**src/rtl/header_loader.sv**
```systemverilog
// header_loader: frames an 80-byte block header from a byte stream and drives
// the block-storage write port (o_data_en / o_data / o_data_sel).
// Optional macro HEADER_LOADER_CHECKSUM_EN adds a trailing XOR checksum byte,
// a CHECK state and the chk_err output.
module header_loader #(
  parameter int HEADER_BYTES = 80,
  parameter int SEL_WIDTH    = 7
) (
  input  logic                 clk,
  input  logic                 n_rst,
  input  logic [7:0]           rx_data,
  input  logic                 rx_valid,
  output logic                 rx_ready,
  input  logic                 frame_start,
  input  logic                 miner_busy,
  output logic                 o_data_en,
  output logic [7:0]           o_data,
  output logic [SEL_WIDTH-1:0] o_data_sel,
  output logic                 header_valid,
  output logic                 load_active,
  output logic                 err_overrun
`ifdef HEADER_LOADER_CHECKSUM_EN
  ,
  output logic                 chk_err
`endif
);

  typedef enum logic [1:0] {
    IDLE,
    LOAD,
    DONE
`ifdef HEADER_LOADER_CHECKSUM_EN
    ,
    CHECK
`endif
  } state_t;

  localparam logic [SEL_WIDTH-1:0] LAST = SEL_WIDTH'(HEADER_BYTES - 1);

  state_t               state, state_next;
  logic [SEL_WIDTH-1:0] count;
  logic                 accepting;
  logic                 xfer;
`ifdef HEADER_LOADER_CHECKSUM_EN
  logic [7:0]           acc;
`endif

  // State register.
  always_ff @(posedge clk or negedge n_rst) begin
    if (!n_rst) state <= IDLE;
    else        state <= state_next;
  end

  // Next-state decode and handshake; frame_start overrides every state.
  always_comb begin
    state_next = state;
`ifdef HEADER_LOADER_CHECKSUM_EN
    accepting  = (state == LOAD) || (state == CHECK);
`else
    accepting  = (state == LOAD);
`endif
    rx_ready   = accepting && !miner_busy && !frame_start;
    xfer       = rx_valid && rx_ready;
    if (frame_start) begin
      state_next = LOAD;
    end else begin
      case (state)
        LOAD: begin
          if (xfer && (count == LAST)) begin
`ifdef HEADER_LOADER_CHECKSUM_EN
            state_next = CHECK;
`else
            state_next = DONE;
`endif
          end
        end
`ifdef HEADER_LOADER_CHECKSUM_EN
        CHECK: begin
          if (xfer) state_next = (rx_data == acc) ? DONE : IDLE;
        end
`endif
        default: ;
      endcase
    end
  end

  assign load_active = (state == LOAD);

  // Write-port registers, byte counter and status flags.
  // header_valid is registered off the DONE state so it rises one cycle after
  // the final transfer, together with completion of the last storage write.
  always_ff @(posedge clk or negedge n_rst) begin
    if (!n_rst) begin
      count        <= '0;
      o_data_en    <= 1'b0;
      o_data       <= '0;
      o_data_sel   <= '0;
      header_valid <= 1'b0;
      err_overrun  <= 1'b0;
`ifdef HEADER_LOADER_CHECKSUM_EN
      acc          <= '0;
      chk_err      <= 1'b0;
`endif
    end else begin
      o_data_en <= 1'b0;
      if (frame_start) begin
        count        <= '0;
        header_valid <= 1'b0;
        err_overrun  <= 1'b0;
`ifdef HEADER_LOADER_CHECKSUM_EN
        acc          <= '0;
        chk_err      <= 1'b0;
`endif
      end else begin
        if ((state == LOAD) && xfer) begin
          o_data     <= rx_data;
          o_data_sel <= count;
          o_data_en  <= 1'b1;
          if (count != LAST) count <= count + 1'b1;
`ifdef HEADER_LOADER_CHECKSUM_EN
          acc <= acc ^ rx_data;
`endif
        end
        if (state == DONE) begin
          header_valid <= 1'b1;
          if (rx_valid) err_overrun <= 1'b1;
        end
`ifdef HEADER_LOADER_CHECKSUM_EN
        if ((state == CHECK) && xfer && (rx_data != acc)) chk_err <= 1'b1;
`endif
      end
    end
  end

endmodule

```
**config.mk**
```make
export PLATFORM = sky130hd
export DESIGN_NAME = header_loader
export DESIGN_NICKNAME = d
export VERILOG_FILES = /design/src/rtl/header_loader.sv
export SDC_FILE = /design/constraint.sdc
export NUM_CORES = 1
export LEC_CHECK = 0
export CAP_MARGIN = 20
export CORE_UTILIZATION = 49
export CTS_CLUSTER_DIAMETER = 120
export DETAILED_ROUTE_END_ITERATION = 8
export PLACE_DENSITY = 0.82
export SETUP_SLACK_MARGIN = 0.4
export SYNTH_ARGS = -nofsm -noshare
export SYNTH_HDL_FRONTEND = slang
export SYNTH_SLANG_ARGS = --single-unit
```
**constraint.sdc**
```tcl
create_clock -name clk -period 3.6 [get_ports clk]
set_input_delay 0.72 -clock clk [delete_from_list [all_inputs] [get_ports clk]]
set_output_delay 0.72 -clock clk [all_outputs]
set_load 0.02 [all_outputs]
```
Yosys cells after proc, flatten, opt, wreduce, memory -nomap -nowiden
Index checks and enable logic that the tools add are counted.
Widths: inputs -> output; s select.
Word-level totals
  flip-flop bits (word level): 27
  input bits: 13
  output and inout port bits: 20
  word-level logic and storage cells: 43
Operators by class
  add/sub/neg operators: 1
  equal/unequal tests: 4
  muxes and demuxes: 13
  bitwise operators: 1
  reductions and logical operators: 17
Operators by type and width (count)
  $mux 7: 3
  $reduce_bool 2->1: 6
  $reduce_and 2->1: 4
  $add 7x1->7 const B: 1
  $eq 7x7->1 const B: 1
  $mux 1: 7
  $ne 7x7->1 const B: 1
  $mux 2: 3
  $logic_and 1x1->1: 5
  $eq 2x1->1 const B: 1
  $eq 2x2->1 const B: 1
  $logic_not 1->1: 2
  $not 1->1: 1

Longest topological paths before layout
  word-level depth: 8
  mapped depth: 5

Worst setup path after synthesis
OpenSTA, ideal clock, no wires.
  path type: input port to flip-flop
  start point: input frame_start
  end point: register o_data[0]
  library setup time: 0.125 ns
  arrival: 1.995 ns
  required time: 3.475 ns
  path slack: 1.480 ns
  cell stages on the path: 5
  path buffers: 1
  path through: nor4b_4 > nand2_1 > buf_2 > inv_2 > mux2_2
Between the ends
  word-level cells in the longest chain between the ends: 5
  elaborated cells on any way between the ends: 6
  classes of those cells: bitwise (1); reduce/logical (5)
Ends and longest elaborated chain
  from (decl): RTL line 14  | input logic frame_start,
  $logic_not 1->1: RTL line 62  | rx_ready = accepting && !miner_busy && !frame_start;
  $logic_and 1x1->1: RTL line 62
  $logic_and 1x1->1: RTL line 63  | xfer = rx_valid && rx_ready;
  $logic_and 1x1->1: RTL line 115  | if ((state == LOAD) && xfer) begin
  $reduce_and 2->1 (no line) (*)
  to (signal assigned): RTL line 116  | o_data <= rx_data;
  to (decl): RTL line 17  | output logic [7:0] o_data,
Every way passes the cells marked *; elsewhere a longest branch is shown, timed or not.
A chain may end at the register's enable or synchronous reset.

Worst setup path in the final report
  start point: input frame_start
  end point: output rx_ready
Between the ends
  word-level cells in the longest chain between the ends: 2
Ends and longest elaborated chain
  $logic_not 1->1: RTL line 62
  $logic_and 1x1->1: RTL line 62
  to (decl): RTL line 13  | output logic rx_ready,
No other way between the ends.

==> run metrics <==
status complete, no violations; headroom to the max-slew limit 71.4%; CTS root buf clkbuf_4; RSZ-0062 raised after global routing false; Yosys top cell area share 59.5%; overall routed net length 2160 um; first-pass GRT wire length 3570 um; Critical Path End Type output port; Setup Buffers After CTS 0; # port buffers 32; post-synthesis mux area share 15.8%; final worst slack 0.616 ns; Primary FF master, synth dfrtp_1; top post-synthesis cells by count dfrtp_1 (27), mux2_2 (15), nor2_1 (7); XOR/XNOR Fraction of Synth Area 1.54%; switching part of the total power 26.3%; share of cells above drive strength 1 22.3%; post_cts resized 0; clock input transition at the sequential cells of the worst setup and hold paths 0.13 ns; syn_nets 99; FF-to-FF Start state[1]; Compound-Gate Fraction of Synth Area 7.17%; Metal-1 WL 922 um; hold_buf cts 0; leakage 0.663 nW; TritonRoute pass-1 iters 4; Pint 0.000436 W; Max Cap Violations 0; Startpoint Class primary input; total clock sinks 27; Rows 17; Post-Synth Simple-Gate Area 12.2%; antenna cells 0; critical path type primary input to output port; vias in the first global route 828; Die Area 2510 um^2; initial antenna violation count 0; Synth Instances 85; clock network power share 21.9%; pre-CTS setup slack 0.615 ns; sequential fraction of the synthesis area 59.5%; fmax 0.335 GHz; Final #Nets 136; Num CTS Buffers 3; Reg power frac 56.8%; setup_tns 0 ns; CTS tree done; die width 50.1 um; drt drc 0; GPL Wtd Cong 0.816; worst-case clock buffer depth 2; adder-cell share of the synthesized area 1.10%; Met2 Routed Length 1090 um; total gr overflow 0; Worst R2R Path Depth 4; Net Sw Power 0.000156 W; clock skew 0.00649 ns; CP Data Arrival Time 2.26 ns; DRC marker count from the first detailed-route iteration 14; Comb pwr share 21.2%; routed via count 790; CP endpoint rx_ready; Final Slew Violations 0; ANT nets after route 0; top post-synthesis cells by area dfrtp_1 (60%), mux2_2 (15%), nor2_1 (2.3%); Hold Path Class flop to flop; Setup-failing EPs final 0; Peak VDD IR 0.000281 V; Top Metal Used met4; H-tree levels 1; Period minus WS final 2.98 ns; core area 2190 um^2; final non-filler cell total 149; I/O Pins 33; Period Utilization, post-route 82.9%; Post-synth EDFFs 0; Yosys cell types 26; placed cell count 145; Worst Tran Pin Value 0.429 ns; P&R area growth vs syn 33.3%; Tot GR Track Use 19.4%; DP HPWL 1570 um; Post-synth ARST share 100%; Vias/cell 5.30; storage element area 676 um^2; R2R setup slack 1.62 ns; Avg Cell Area, Syn 13.4 um^2; P per Cell Area 391 nW/um^2; Skew-Pair Late Insertion Delay 0.32 ns; area of the multi-input gates 429 um^2; final hold slack 0.515 ns; largest family of logic cells by synthesized area multiplexers; synthesized cell area 1130 um^2; Final Hold Viols 0; Starting Density 51.8%; Fillers 160; Synth Register Bits 27; routed wire length per instance 14.5 um; Yosys top cell by area dfrtp_1; CP startpoint frame_start; count leader, synth dfrtp_1; largest net degree at the start of global routing 28; CP max FO 4; Die H 50.1 um; yosys warns 0; R2R Path End state[0]; WL met3 135 um; Crit path required time 2.88 ns
power groups by stage:
stage	sequential, W	combinational, W	clock [W]
after CTS	0.000337	0.000128	0.000132
after detailed placement	0.000342	0.000127	0
final	0.000336	0.000126	0.000130
after global placement	0.000341	0.000124	0
after global routing	0.000339	0.000133	0.000147
after floorplan	0.000368	0.0000299	0
layout by cell type, fill, tap and decap left out, drive strengths merged:
master,netlist,routed
a21o,1,1
a21oi,5,5
and2,1,1
and2b,1,1
and3,1,1
buf,1,2
clkbuf,1,4
clkdlybuf4s50,0,32
dfrtp,27,27
ha,1,1
inv,3,3
mux2,15,15
mux2i,1,1
nand2,2,2
nand3,2,2
nand4,1,1
nor2,7,7
nor4b,1,1
o211ai,1,1
o21ai,4,4
o31ai,1,1
or3,4,4
or3b,1,1
or4,1,1
xor2,2,2
metal layers:
layer  GRT usage [%]  vias to the layer above
li1                -                      369
met1            24.1                      389
met2            31.8                       30
met3            5.56                        2
met4            7.14                        0
met5               0                        -
logic make-up after synthesis:
group	count (synthesis)
AND/OR/NAND/NOR	22
buffers and inverters	5
adder cells (fa/ha/maj)	1
multiplexers	16
XOR/XNOR	2
AO/OA/AOI/OAI	12
flip-flops	27
how the worst min path moves through the flow:
stage / startpoint / end / slack, ns / cells past startpoint
2_1_floorplan: n_rst / count[0] / 0.42 / 0
3_3_place_gp: header_valid / header_valid / 0.48 / 2
3_5_place_dp: err_overrun / err_overrun / 0.49 / 2
4_1_cts: err_overrun / err_overrun / 0.52 / 2
5_1_grt: o_data[4] / o_data[4] / 0.55 / 1
6_report: err_overrun / err_overrun / 0.51 / 2
per-stage QoR:
stage / instance area (um^2) / utilization [%] / power [W]
floorplan: 1130 / - / 0.000398
CTS: 1510 / 69.0 / 0.000596
global placement: 1490 / 67.8 / 0.000465
finish: 1510 / 69.0 / 0.000592
detailed placement: 1490 / 67.8 / 0.000469
global route: 1510 / 69.0 / 0.000618
sequential cells by signal, summed over array words and instances (netlist names):
signal        cells
count             7
err_overrun       1
header_valid      1
o_data            8
o_data_en         1
o_data_sel        7
state             2
worst max-delay path, stage by stage:
cell             delay, ns
clkdlybuf4s50_1       0.46
nor4b_4               0.41
clkdlybuf4s50_1       0.67
area by class of cell:
class                           instances  share of cell area [%]
Sequential cell                        27                    44.7
Tap cell                               28                    2.32
Multi-Input combinational cell         53                    28.4
Inverter                                3                   0.744
Clock buffer                            4                    1.74
Timing Repair Buffer                   34                    22.2
Note: power is estimated with default switching activity, not from simulation.
